===== src/rtl/led_share_sched.sv =====
// Round-robin time-sharing of one LED between N_REQ blink-pattern requesters.
// Optional LED_PWM_DIM_EN adds i_bright dimming of the LED pin.
module led_share_sched #(
   parameter int N_REQ      = 4,
   parameter int PRESCALE_W = 22,
   parameter int MAX_REPEAT = 3
) (
   input  logic               i_clk,
   input  logic               i_rst,
   input  logic [N_REQ-1:0]   i_req,
   input  logic [8*N_REQ-1:0] i_pattern,
`ifdef LED_PWM_DIM_EN
   input  logic [3:0]         i_bright,
`endif
   output logic [N_REQ-1:0]   o_grant,
   output logic               o_led,
   output logic               o_tick,
   output logic               o_busy
);

   localparam int IW = $clog2(N_REQ);

   typedef enum logic [1:0] {IDLE, LOAD, PLAY} state_t;

   state_t                state, state_nx;
   logic [PRESCALE_W-1:0] presc;
   logic [IW-1:0]         owner, owner_nx;
   logic [IW-1:0]         rr, rr_nx;
   logic [3:0]            rep, rep_nx;
   logic [2:0]            bidx, bidx_nx;
   logic [7:0]            shift, shift_nx;
   logic [7:0]            pat_sel;
   logic                  led_raw, led_nx;
   logic [N_REQ-1:0]      grant_nx;
   logic                  others;

   function automatic logic [IW-1:0] nxt(input logic [IW-1:0] x);
      return (x == IW'(N_REQ-1)) ? '0 : x + 1'b1;
   endfunction

   function automatic logic [IW-1:0] rr_pick(
      input logic [N_REQ-1:0] req,
      input logic [IW-1:0]    start
   );
      logic [IW-1:0] idx;
      logic [IW-1:0] pick;
      logic          found;
      idx   = start;
      pick  = start;
      found = 1'b0;
      for (int i = 0; i < N_REQ; i++) begin
         if (!found && req[idx]) begin
            pick  = idx;
            found = 1'b1;
         end
         idx = nxt(idx);
      end
      return pick;
   endfunction

   // Select the current owner's pattern slice for loading.
   always_comb begin
      pat_sel = '0;
      for (int k = 0; k < N_REQ; k++) begin
         if (owner == IW'(k)) pat_sel = i_pattern[8*k +: 8];
      end
   end

   assign others = |(i_req & ~o_grant);

   // Arbitration and pattern playback next-state logic.
   always_comb begin
      state_nx = state;
      owner_nx = owner;
      rr_nx    = rr;
      rep_nx   = rep;
      bidx_nx  = bidx;
      shift_nx = shift;
      led_nx   = led_raw;
      grant_nx = o_grant;
      unique case (state)
         IDLE: begin
            led_nx   = 1'b0;
            grant_nx = '0;
            if (|i_req) begin
               owner_nx = rr_pick(i_req, rr);
               grant_nx = N_REQ'(1) << owner_nx;
               state_nx = LOAD;
            end
         end
         LOAD: begin
            shift_nx = pat_sel;
            bidx_nx  = 3'd0;
            state_nx = PLAY;
         end
         PLAY: begin
            if (o_tick) begin
               if (!i_req[owner]) begin
                  state_nx = IDLE;
                  led_nx   = 1'b0;
                  grant_nx = '0;
                  rr_nx    = nxt(owner);
                  rep_nx   = 4'd0;
               end else begin
                  led_nx   = shift[7];
                  shift_nx = {shift[6:0], shift[7]};
                  bidx_nx  = bidx + 3'd1;
                  if (bidx == 3'd7) begin
                     state_nx = LOAD;
                     if (!others && rep < 4'd15) begin
                        rep_nx = rep + 4'd1;
                     end else if (others &&
                        ({1'b0, rep} + 5'd1) < 5'(MAX_REPEAT)) begin
                        rep_nx = rep + 4'd1;
                     end else begin
                        rr_nx    = nxt(owner);
                        rep_nx   = 4'd0;
                        owner_nx = rr_pick(i_req, nxt(owner));
                        grant_nx = N_REQ'(1) << owner_nx;
                     end
                  end
               end
            end
         end
         default: state_nx = IDLE;
      endcase
   end

   // State, prescaler and registered outputs.
   always_ff @(posedge i_clk or posedge i_rst) begin
      if (i_rst) begin
         state   <= IDLE;
         presc   <= '0;
         o_tick  <= 1'b0;
         owner   <= '0;
         rr      <= '0;
         rep     <= 4'd0;
         bidx    <= 3'd0;
         shift   <= 8'd0;
         led_raw <= 1'b0;
         o_grant <= '0;
      end else begin
         state   <= state_nx;
         presc   <= presc + 1'b1;
         o_tick  <= &presc;
         owner   <= owner_nx;
         rr      <= rr_nx;
         rep     <= rep_nx;
         bidx    <= bidx_nx;
         shift   <= shift_nx;
         led_raw <= led_nx;
         o_grant <= grant_nx;
      end
   end

   assign o_busy = (state != IDLE);

`ifdef LED_PWM_DIM_EN
   assign o_led = led_raw & (presc[3:0] < i_bright);
`else
   assign o_led = led_raw;
`endif

endmodule


===== config.mk =====
export PLATFORM = sky130hd
export DESIGN_NAME = led_share_sched
export DESIGN_NICKNAME = d
export VERILOG_FILES = /design/src/rtl/led_share_sched.sv
export SDC_FILE = /design/constraint.sdc
export NUM_CORES = 1
export LEC_CHECK = 0
export ABC_AREA = 0
export CAP_MARGIN = 15
export CORE_ASPECT_RATIO = 0.7
export CORE_UTILIZATION = 40
export CTS_BUF_LIST = sky130_fd_sc_hd__clkbuf_4 sky130_fd_sc_hd__clkbuf_8
export DETAILED_ROUTE_END_ITERATION = 6
export GPL_TIMING_DRIVEN = 0
export PLACE_DENSITY = 0.73
export REMOVE_ABC_BUFFERS = 1
export SLEW_MARGIN = 40
export SYNTH_ARGS = -nofsm -noshare
export SYNTH_HDL_FRONTEND = slang
export SYNTH_SLANG_ARGS = --single-unit

===== constraint.sdc =====
create_clock -name i_clk -period 4.7 [get_ports i_clk]
set_input_delay 0.94 -clock i_clk [delete_from_list [all_inputs] [get_ports i_clk]]
set_output_delay 0.94 -clock i_clk [all_outputs]
set_load 0.1 [all_outputs]

==> results.json <==
{
  "mostFrequentLayoutCells": "dfrtp_1, nand2_1, clkdlybuf4s50_1",
  "area.growth.synth_to_final_pct": 16.1,
  "r2r_end": "o_grant[3]",
  "drive_gt1_share_pct": 8.27,
  "grt_use_total_pct": 18.0,
  "cp_data_required_time_ps": 4910,
  "rsz0062_at_grt": "no",
  "leakagePower_nw": 1.53,
  "worstHoldStart": "presc[21]",
  "initial_core_util_pct": 41.2,
  "htreeDepth": 2,
  "cts_made_buffers": 5,
  "syn_avg_cell_area_um2": 8.95,
  "vias_per_cell": 5.60,
  "worstMarginPinSlew_ps": 680,
  "wirelength_um": 7290,
  "hold_path.class": "flip-flop to flip-flop",
  "outcome": "finished clean",
  "powerDensity_mw_per_mm2": 461,
  "post-route-period-util_pct": 70.2,
  "tns_ps": 0,
  "clock_path_buffers": 2,
  "fp.dieArea_mm2": 0.00847,
  "hold_ws_ps": 469,
  "grt_first_pass_wirelength_um": 12100,
  "postCtsSetupBuffers": 0,
  "grt_pass1_vias": 2565,
  "fin_skew_ps": 11.0,
  "rr_worst_depth": 7,
  "end_kind": "flip-flop",
  "clk_pin_slew_ps": 80,
  "drc_errors": 0,
  "yosysSeqAreaShare_pct": 37.9,
  "synth_seq_cells": 49,
  "finalHoldViolCount": 0,
  "slew_headroom_pct": 54.7,
  "ant_nets": 0,
  "coreArea_mm2": 0.00787,
  "diodes": 0,
  "dieWidth_um": 110,
  "slew_violations": 0,
  "ir_drop_uv": 617,
  "worst_ep_arrival_time_ps": 3520,
  "fill_cells": 747,
  "clock_latency_ps": 300,
  "maxCapViolations": 0,
  "first_iter_violations": 180,
  "synth_top_cell_area_share_pct": 37.9,
  "io_pins": 45,
  "instances_no_fill": 500,
  "synth_top_area_cell": "dfrtp_1",
  "cts_tree": "done",
  "synthCells": 362,
  "dp.cells": 493,
  "crit_fanout": 16,
  "num_vias": 2801,
  "reg2reg_from": "rr[0]",
  "grt_max_degree": 35,
  "fin_nets": 446,
  "synth_area_leaders": "dfrtp_1, nand2_1, xnor2_1",
  "start_kind": "input pin",
  "hold-path-endpoint": "presc[21]",
  "max_freq_ghz": 0.303,
  "clock-sinks": 49,
  "die_h_um": 77.3,
  "mostFrequentLayoutCell": "dfrtp_1",
  "cts_resized": 0,
  "synth_ff_type": "dfrtp_1",
  "final_core_util_pct": 47.8,
  "synth-async-reset-ratio_pct": 100,
  "period_needed_ps": 3300,
  "antenna_found_initial": 0,
  "holdPathStages": 1,
  "synth_edf_count": 0,
  "ys_warn_count": 0,
  "dp_hpwl_um": 5270,
  "hold_buffers": 0,
  "setup_viol": 0,
  "first_pass_iters": 4,
  "r2r_setup_slack_ps": 1530,
  "portBuffers": 44,
  "syn_area_mm2": 0.00324,
  "cts_root_buffer": "clkbuf_8",
  "synth.distinct_cells": 57,
  "crit_type": "input pin to flip-flop",
  "rows": 27,
  "place_congestion": 0.903,
  "post_drt_wl_per_cell_um": 14.6,
  "grt-ovfl-total": 0
}
-- power by group --
part	leakage (nW)	total [mW]	internal (mW)	switching, mW
Combinational	0.833	0.885	0.287	0.599
Sequential	0.643	0.559	0.490	0.0687
Clock	0.0540	0.289	0.155	0.134
Total	1.53	1.73	0.931	0.801
-- Yosys cell counts (5+ instances only) --
library cell / n
xnor2_1: 17
dfrtp_1: 49
nand3_1: 18
nor3_1: 11
nand3b_1: 7
clkbuf_8: 7
xor2_1: 5
o22ai_1: 7
ha_1: 9
nor2b_1: 6
nor2_1: 18
nand2_1: 45
clkbuf_1: 6
inv_1: 16
o211ai_1: 7
and3_1: 8
o21ai_0: 29
nand2b_1: 5
a21oi_1: 24
-- area by class of cell --
cell class              count  area [µm²]  share of cell area [%]
well taps                 101         126                    3.36
inverters                  16        62.6                    1.66
flip-flops and latches     49        1230                    32.6
clock buffers               5        68.8                    1.83
repair buffers             45         425                    11.3
multi-input cells         282        1820                    48.3
clock inverters             2        35.0                   0.932
-- layer usage --
layer / vias up / wire length (µm) / track usage, %
met5: - / 0 / 0
met4: 0 / 53 / 4.53
met3: 4 / 597 / 4.25
met2: 88 / 3110 / 27.0
met1: 1321 / 3530 / 26.0
li1: 1388 / - / -
-- metrics by stage --
stage / worst slack, ps / instance area [µm²] / power, mW
2_1_floorplan: 1950 / 3100 / 1.22
4_1_cts: 1430 / 3760 / 1.73
3_5_place_dp: 1120 / 3660 / 1.44
5_1_grt: 1250 / 3760 / 1.86
3_3_place_gp: 1060 / 3660 / 1.44
6_report: 1400 / 3760 / 1.73
-- how the worst max path moves through the flow --
stage / start / end / slack, ps / cells past startpoint
CTS: i_req[0] / o_grant[3] / 1430 / 7
global placement: i_req[3] / shift[4] / 1060 / 6
floorplan: rr[0] / o_grant[2] / 1950 / 7
detailed placement: i_req[0] / o_grant[3] / 1120 / 7
finish: i_req[0] / o_grant[3] / 1400 / 7
global route: i_req[3] / o_grant[2] / 1250 / 7
-- kinds of logic (layout without fill, tap and decap cells) --
family | Yosys count | after routing | share of synthesized area, %
fa+ha+maj | 9 | 9 | 3.48
buf+inv | 31 | 68 | 6.22
compound gates | 104 | 104 | 21.1
simple gates | 138 | 138 | 22.0
xor+xnor | 22 | 22 | 5.95
mux | 9 | 9 | 3.44
flops | 49 | 49 | 37.9
-- worst max-delay path, stage by stage --
cell,delay (ps)
clkdlybuf4s50_1,690
mux2_4,400
or4_4,430
a311oi_4,280
nor4b_1,140
or4_4,450
o22ai_1,190
-- flip-flops by register name (all words and copies together), names as in the netlist --
| register | count |
|---|---|
| o_led | 1 |
| o_tick | 1 |
| rep | 4 |
| owner | 2 |
| state | 2 |
| shift | 8 |
| o_grant | 4 |
| presc | 22 |
| rr | 2 |
| bidx | 3 |
Power figures use the tool's default switching activity.
